==> src/rtl/scan_pkg.sv <==
// Shared types and constants for the scan shift controller.
package scan_pkg;

  typedef enum logic [2:0] {
    ST_IDLE    = 3'd0,
    ST_LOAD    = 3'd1,
    ST_CAPTURE = 3'd2,
    ST_SHIFT   = 3'd3,
    ST_UNLOAD  = 3'd4,
    ST_FIN     = 3'd5
  } scan_state_e;

  localparam int unsigned MISR_W = 32;
  localparam logic [MISR_W-1:0] MISR_POLY = 32'h0040_0007;

  // One MISR step: shift left, fold the incoming bit into the feedback tap.
  function automatic logic [MISR_W-1:0] misr_step(input logic [MISR_W-1:0] sig,
                                                  input logic              b);
    logic fb;
    fb = sig[MISR_W-1] ^ b;
    return {sig[MISR_W-2:0], 1'b0} ^ (fb ? MISR_POLY : '0);
  endfunction

endpackage

==> src/rtl/scan_misr.sv <==
// 32-bit MISR compacting the response bit stream into a signature.
module scan_misr
  import scan_pkg::*;
(
  input  logic              clk,
  input  logic              rst,
  input  logic              clr_i,
  input  logic              en_i,
  input  logic              bit_i,
  output logic [MISR_W-1:0] sig_o
);

  logic [MISR_W-1:0] sig_q;
  logic [MISR_W-1:0] sig_d;

  always_comb begin
    sig_d = sig_q;
    if (clr_i) begin
      sig_d = '0;
    end else if (en_i) begin
      sig_d = misr_step(sig_q, bit_i);
    end
  end

  always_ff @(posedge clk) begin
    if (rst) begin
      sig_q <= '0;
    end else begin
      sig_q <= sig_d;
    end
  end

  assign sig_o = sig_q;

endmodule

==> src/rtl/scan_shift_ctrl.sv <==
// Scan chain controller: load/capture/shift/unload sequencing with valid/ready streams.
// Optional response signature compaction when SCAN_MISR_EN is defined.
module scan_shift_ctrl
  import scan_pkg::*;
#(
  parameter int unsigned CHAIN_LEN = 16,
  parameter int unsigned PCNT_W    = 16
) (
  input  logic              CK,
  input  logic              RST,
  input  logic              START,
  input  logic [PCNT_W-1:0] PAT_CNT,
  input  logic              PAT_VALID,
  input  logic              PAT_BIT,
  output logic              PAT_READY,
  output logic              RSP_VALID,
  output logic              RSP_BIT,
  input  logic              RSP_READY,
  output logic              SE,
  output logic              SI,
  input  logic              SO,
  output logic              CKE,
  output logic              BUSY,
  output logic              DONE,
  output logic [31:0]       SIGNATURE
);

  localparam int unsigned BCNT_W = $clog2(CHAIN_LEN + 1);

  scan_state_e       state_q, state_d;
  logic [PCNT_W-1:0] pcnt_q, pcnt_d;
  logic [BCNT_W-1:0] bcnt_q, bcnt_d;
  logic              se_q, busy_q, done_q;

  logic fire;
  logic last_bit;
  logic pat_ready_c, rsp_valid_c, cke_c, si_c;

  assign last_bit = (bcnt_q == BCNT_W'(CHAIN_LEN - 1));

  // Next state, counters and the handshake-driven chain controls.
  always_comb begin
    state_d     = state_q;
    pcnt_d      = pcnt_q;
    bcnt_d      = bcnt_q;
    fire        = 1'b0;
    pat_ready_c = 1'b0;
    rsp_valid_c = 1'b0;
    cke_c       = 1'b0;
    si_c        = 1'b0;

    case (state_q)
      ST_IDLE: begin
        if (START) begin
          bcnt_d = '0;
          if (PAT_CNT != '0) begin
            pcnt_d  = PAT_CNT;
            state_d = ST_LOAD;
          end else begin
            state_d = ST_FIN;
          end
        end
      end
      ST_LOAD: begin
        fire        = PAT_VALID;
        pat_ready_c = fire;
        cke_c       = fire;
        si_c        = fire & PAT_BIT;
        if (fire && last_bit) state_d = ST_CAPTURE;
      end
      ST_SHIFT: begin
        // A stimulus bit is only taken when its response slot is free.
        fire        = PAT_VALID & RSP_READY;
        pat_ready_c = fire;
        rsp_valid_c = fire;
        cke_c       = fire;
        si_c        = fire & PAT_BIT;
        if (fire && last_bit) state_d = ST_CAPTURE;
      end
      ST_CAPTURE: begin
        cke_c   = 1'b1;
        pcnt_d  = pcnt_q - PCNT_W'(1);
        state_d = (pcnt_q != PCNT_W'(1)) ? ST_SHIFT : ST_UNLOAD;
      end
      ST_UNLOAD: begin
        fire        = RSP_READY;
        rsp_valid_c = fire;
        cke_c       = fire;
        if (fire && last_bit) state_d = ST_FIN;
      end
      ST_FIN: begin
        state_d = ST_IDLE;
      end
      default: begin
        state_d = ST_IDLE;
      end
    endcase

    if (fire) begin
      bcnt_d = last_bit ? '0 : bcnt_q + BCNT_W'(1);
    end
  end

  always_ff @(posedge CK) begin
    if (RST) begin
      state_q <= ST_IDLE;
      pcnt_q  <= '0;
      bcnt_q  <= '0;
      se_q    <= 1'b0;
      busy_q  <= 1'b0;
      done_q  <= 1'b0;
    end else begin
      state_q <= state_d;
      pcnt_q  <= pcnt_d;
      bcnt_q  <= bcnt_d;
      se_q    <= (state_d == ST_LOAD) || (state_d == ST_SHIFT) || (state_d == ST_UNLOAD);
      busy_q  <= (state_d != ST_IDLE);
      done_q  <= (state_d == ST_FIN);
    end
  end

  assign SE        = se_q;
  assign BUSY      = busy_q;
  assign DONE      = done_q;
  assign CKE       = cke_c;
  assign SI        = si_c;
  assign PAT_READY = pat_ready_c;
  assign RSP_VALID = rsp_valid_c;
  assign RSP_BIT   = rsp_valid_c & SO;

`ifdef SCAN_MISR_EN
  logic misr_clr;
  assign misr_clr = (state_q == ST_IDLE) & START;

  scan_misr u_misr (
    .clk   (CK),
    .rst   (RST),
    .clr_i (misr_clr),
    .en_i  (rsp_valid_c),
    .bit_i (RSP_BIT),
    .sig_o (SIGNATURE)
  );
`else
  assign SIGNATURE = '0;
`endif

endmodule

==> config.mk <==
export PLATFORM = sky130hd
export DESIGN_NAME = scan_shift_ctrl
export DESIGN_NICKNAME = d
export VERILOG_FILES = /design/src/rtl/scan_pkg.sv /design/src/rtl/scan_misr.sv /design/src/rtl/scan_shift_ctrl.sv
export SDC_FILE = /design/constraint.sdc
export NUM_CORES = 1
export LEC_CHECK = 0
export BUFFER_PORTS_ARGS = -buffer_cell sky130_fd_sc_hd__buf_2
export CORE_MARGIN = 1
export CORE_UTILIZATION = 35
export DETAILED_ROUTE_END_ITERATION = 8
export PLACE_DENSITY = 0.61
export SETUP_SLACK_MARGIN = 0.02
export SYNTH_ARGS = -nofsm -noshare
export SYNTH_HDL_FRONTEND = slang
export SYNTH_SLANG_ARGS = --single-unit
==> constraint.sdc <==
create_clock -name CK -period 2.7 [get_ports CK]
set_clock_uncertainty 0.2 [all_clocks]
set_input_delay 0.54 -clock CK [delete_from_list [all_inputs] [get_ports CK]]
set_output_delay 0.54 -clock CK [all_outputs]
set_load 0.02 [all_outputs]
==> results by group <==
Timing
  – Worst-margin pin slew: 0.6073 ns
  – Fin. Hold Viols: 0
  – RSZ-0062 raised after global routing: no
  – Highest clock rate: 0.4245 GHz
  – Setup-failing EPs final: 0
  – Final period util: 87.24%
  – Setup_tns: 0 ns
  – Max-slew headroom: 59.51%
  – Worst Slack Setup Final: 0.3444 ns
  – Final min period: 2.356 ns
  – Max Transition Viols Final: 0

Cells and area
  – Layout cells sized above 1: 18.75%
  – Area Overhead vs Synth: 7.542%
  – Multi-input gate area: 1242 sq um
  – Nets@finish: 299
  – Most common cell after layout, fill and taps aside: conb_1
  – Fin cells: 344
  – Register Area: 540.5 sq um
  – Most frequent cells in the layout: conb_1 (32), buf_2 (30), dfxtp_1 (27)
  – Antenna fix cells: 0
  – Post-layout utilization of the core: 38.88%
  – Fillers: 580

Power
  – Sequential Power Share: 48.8%
  – Comb pwr share: 26.2%
  – Switching share of power: 32.80%
  – P_leak: 0.8882 nW
  – Psw: 297.6 uW
  – PD cells: 423.9 nW/um^2
  – Internal: 609.9 uW
  – Peak supply drop: 0.0002369 V
  – Clock share of power: 25.1%

Placed design
  – Placement Setup Slack: 0.2161 ns
  – Port Buffers: 30
  – Final HPWL DP: 3117 microns
  – GP Congestion: 0.7767
  – Placed Cells: 340

Floorplan
  – Die H: 77.42 microns
  – Row Count: 27
  – Die W: 77.42 microns
  – Ports: 63
  – Die area: 5993 sq um
  – Initial core utilization: 36.15%
  – Core Region: 5507 sq um

Clock network
  – TritonCTS clock tree: built
  – Clock sinks: 27
  – CTS H-tree lvls: 1
  – Clk Tree Root Cell: clkbuf_8
  – Num CTS Buffers: 3
  – Clock transition at path regs: 0.09 ns
  – Cts hold-fix bufs: 0
  – Post CTS Setup Buffer Count: 0
  – Worst skew pair latency: 0.27 ns
  – Post_cts resized: 0
  – Max clock buf depth: 2

Critical path
  – Worst Setup Start Kind: flop
  – WP data required: 1.96 ns
  – Crit Path Category: reg -> out
  – CP max FO: 17
  – Reg2reg setup slack: 0.50 ns
  – Crit path capture type: output port
  – Arr. time, crit path: 1.62 ns

Min path
  – Hold WC Path Type: reg -> reg

Detailed routing
  – DR vias: 1,729
  – TritonRoute pass-1 iters: 4
  – Final WL: 4283 microns
  – Initial DRC count: 91
  – Routed vias/inst: 5.026
  – Wire length per cell: 12.45 microns
  – DRC errors left: 0
  – DRT antenna net count: 0

Global routing
  – Vias in the first global route: 1,515
  – Met3 Use GR: 3.529%
  – GRT Util Overall: 14.66%
  – Busiest grt layer: met2
  – Largest net degree at the start of global routing: 29
  – Met1 usage: 20.52%
  – First-pass GRT wire length: 7182 microns
  – Initial antenna violation count: 0
  – M2 GR Usage: 23.36%
  – Grt ovf: 0

Logic synthesis
  – EDFF count, synth: 0
  – Synthesized cell area: 1991 sq um
  – Ys async rst share: 0%
  – Synth cell types: 58
  – Syn Inst Count: 247
  – Synth Warn #: 0
  – Sequential-to-total area share from yosys stat: 27.15%
  – Post-synthesis register bit count: 27
  – Syn_area_per_cell: 8.059 sq um
  – Dominant synthesized flop cell: dfxtp_1

Job
  – Max cap viols: 0

Run status
  – Outcome: completed
-- layer usage --
| layer | up-vias | routed length, microns |
|---|---|---|
| met5 | - | 0 |
| met4 | 0 | 15 |
| met3 | 2 | 205 |
| met2 | 51 | 1937 |
| met1 | 787 | 2124 |
| li1 | 889 | - |
-- worst max-delay path, stage by stage (launching register included) --
cell and delay, ns:
dfxtp_1 0.39, or3b_1 0.65, nand2_1 0.14, buf_2 0.17
-- synth_stat cells, types with 3 or more instances --
cell type / instances / area (sq um)
a21o_1: 5 / 37.54
a21oi_1: 26 / 130.1
a31oi_1: 4 / 25.02
buf_2: 4 / 20.02
buf_4: 33 / 247.7
clkbuf_1: 7 / 26.28
dfxtp_1: 27 / 540.5
ha_1: 3 / 37.54
inv_1: 4 / 15.01
nand2_1: 10 / 37.54
nand2b_1: 11 / 68.82
nand3_1: 3 / 15.01
nand4_1: 4 / 25.02
nor2_1: 12 / 45.04
nor2b_1: 4 / 25.02
nor3_1: 8 / 40.04
nor3b_1: 5 / 37.54
nor4_1: 6 / 37.54
o21a_1: 3 / 22.52
o21ai_1: 12 / 60.06
o31a_1: 3 / 26.28
or3_1: 6 / 37.54
or3b_1: 4 / 35.03
-- final timing paths --
path,endpoint,start,depth (start not counted)
hold / removal,bcnt_q[4]$_SDFFE_PP0P_,bcnt_q[4]$_SDFFE_PP0P_,1
setup / recovery,CKE,state_q[0]$_SDFF_PP0_,3
hold reg to reg,bcnt_q[4]$_SDFFE_PP0P_,bcnt_q[4]$_SDFFE_PP0P_,1
setup reg to reg,SE$_SDFF_PP0_,pcnt_q[0]$_SDFFE_PP0P_,6
-- power groups by stage --
stage	combinational, mW	clock, mW	sequential (mW)
6_report	0.237	0.227	0.443
5_1_grt	0.260	0.256	0.446
4_1_cts	0.237	0.238	0.442
3_5_place_dp	0.236	0	0.452
3_3_place_gp	0.234	0	0.452
2_1_floorplan	0.207	0	0.449
-- registers in the layout, indices dropped and copies added, names as in the netlist --
| register | flops |
|---|---|
| DONE | 1 |
| BUSY | 1 |
| state_q | 3 |
| pcnt_q | 16 |
| SE | 1 |
| bcnt_q | 5 |
-- through the flow --
stage / power [mW] / hold slack (ns) / cell area, sq um
after CTS: 0.9173 / 0.2819 / 2141
final: 0.9076 / 0.2836 / 2141
after global placement: 0.6861 / 0.2588 / 2096
after floorplan: 0.6566 / 0.2512 / 2107
after global routing: 0.9625 / 0.3061 / 2141
after detailed placement: 0.6873 / 0.2684 / 2096
-- cell type report --
class / instances / area share, %
multi-input cells: 201 / 58.04
flip-flops and latches: 27 / 25.25
repair buffers: 36 / 9.702
well taps: 72 / 4.208
clock buffers: 4 / 2.104
inverters: 4 / 0.7013
-- cells by family after synthesis --
logic type	after synthesis	share of synthesized area, %
AOI/OAI and AO/OA	72	23.95
adders and majority gates	3	1.886
buffers and inverters	50	16.28
DFF	27	27.15
muxes	2	1.006
other	1	0.1884
and+or+nand+nor	92	29.54
Note: power is estimated with default switching activity, not from simulation.
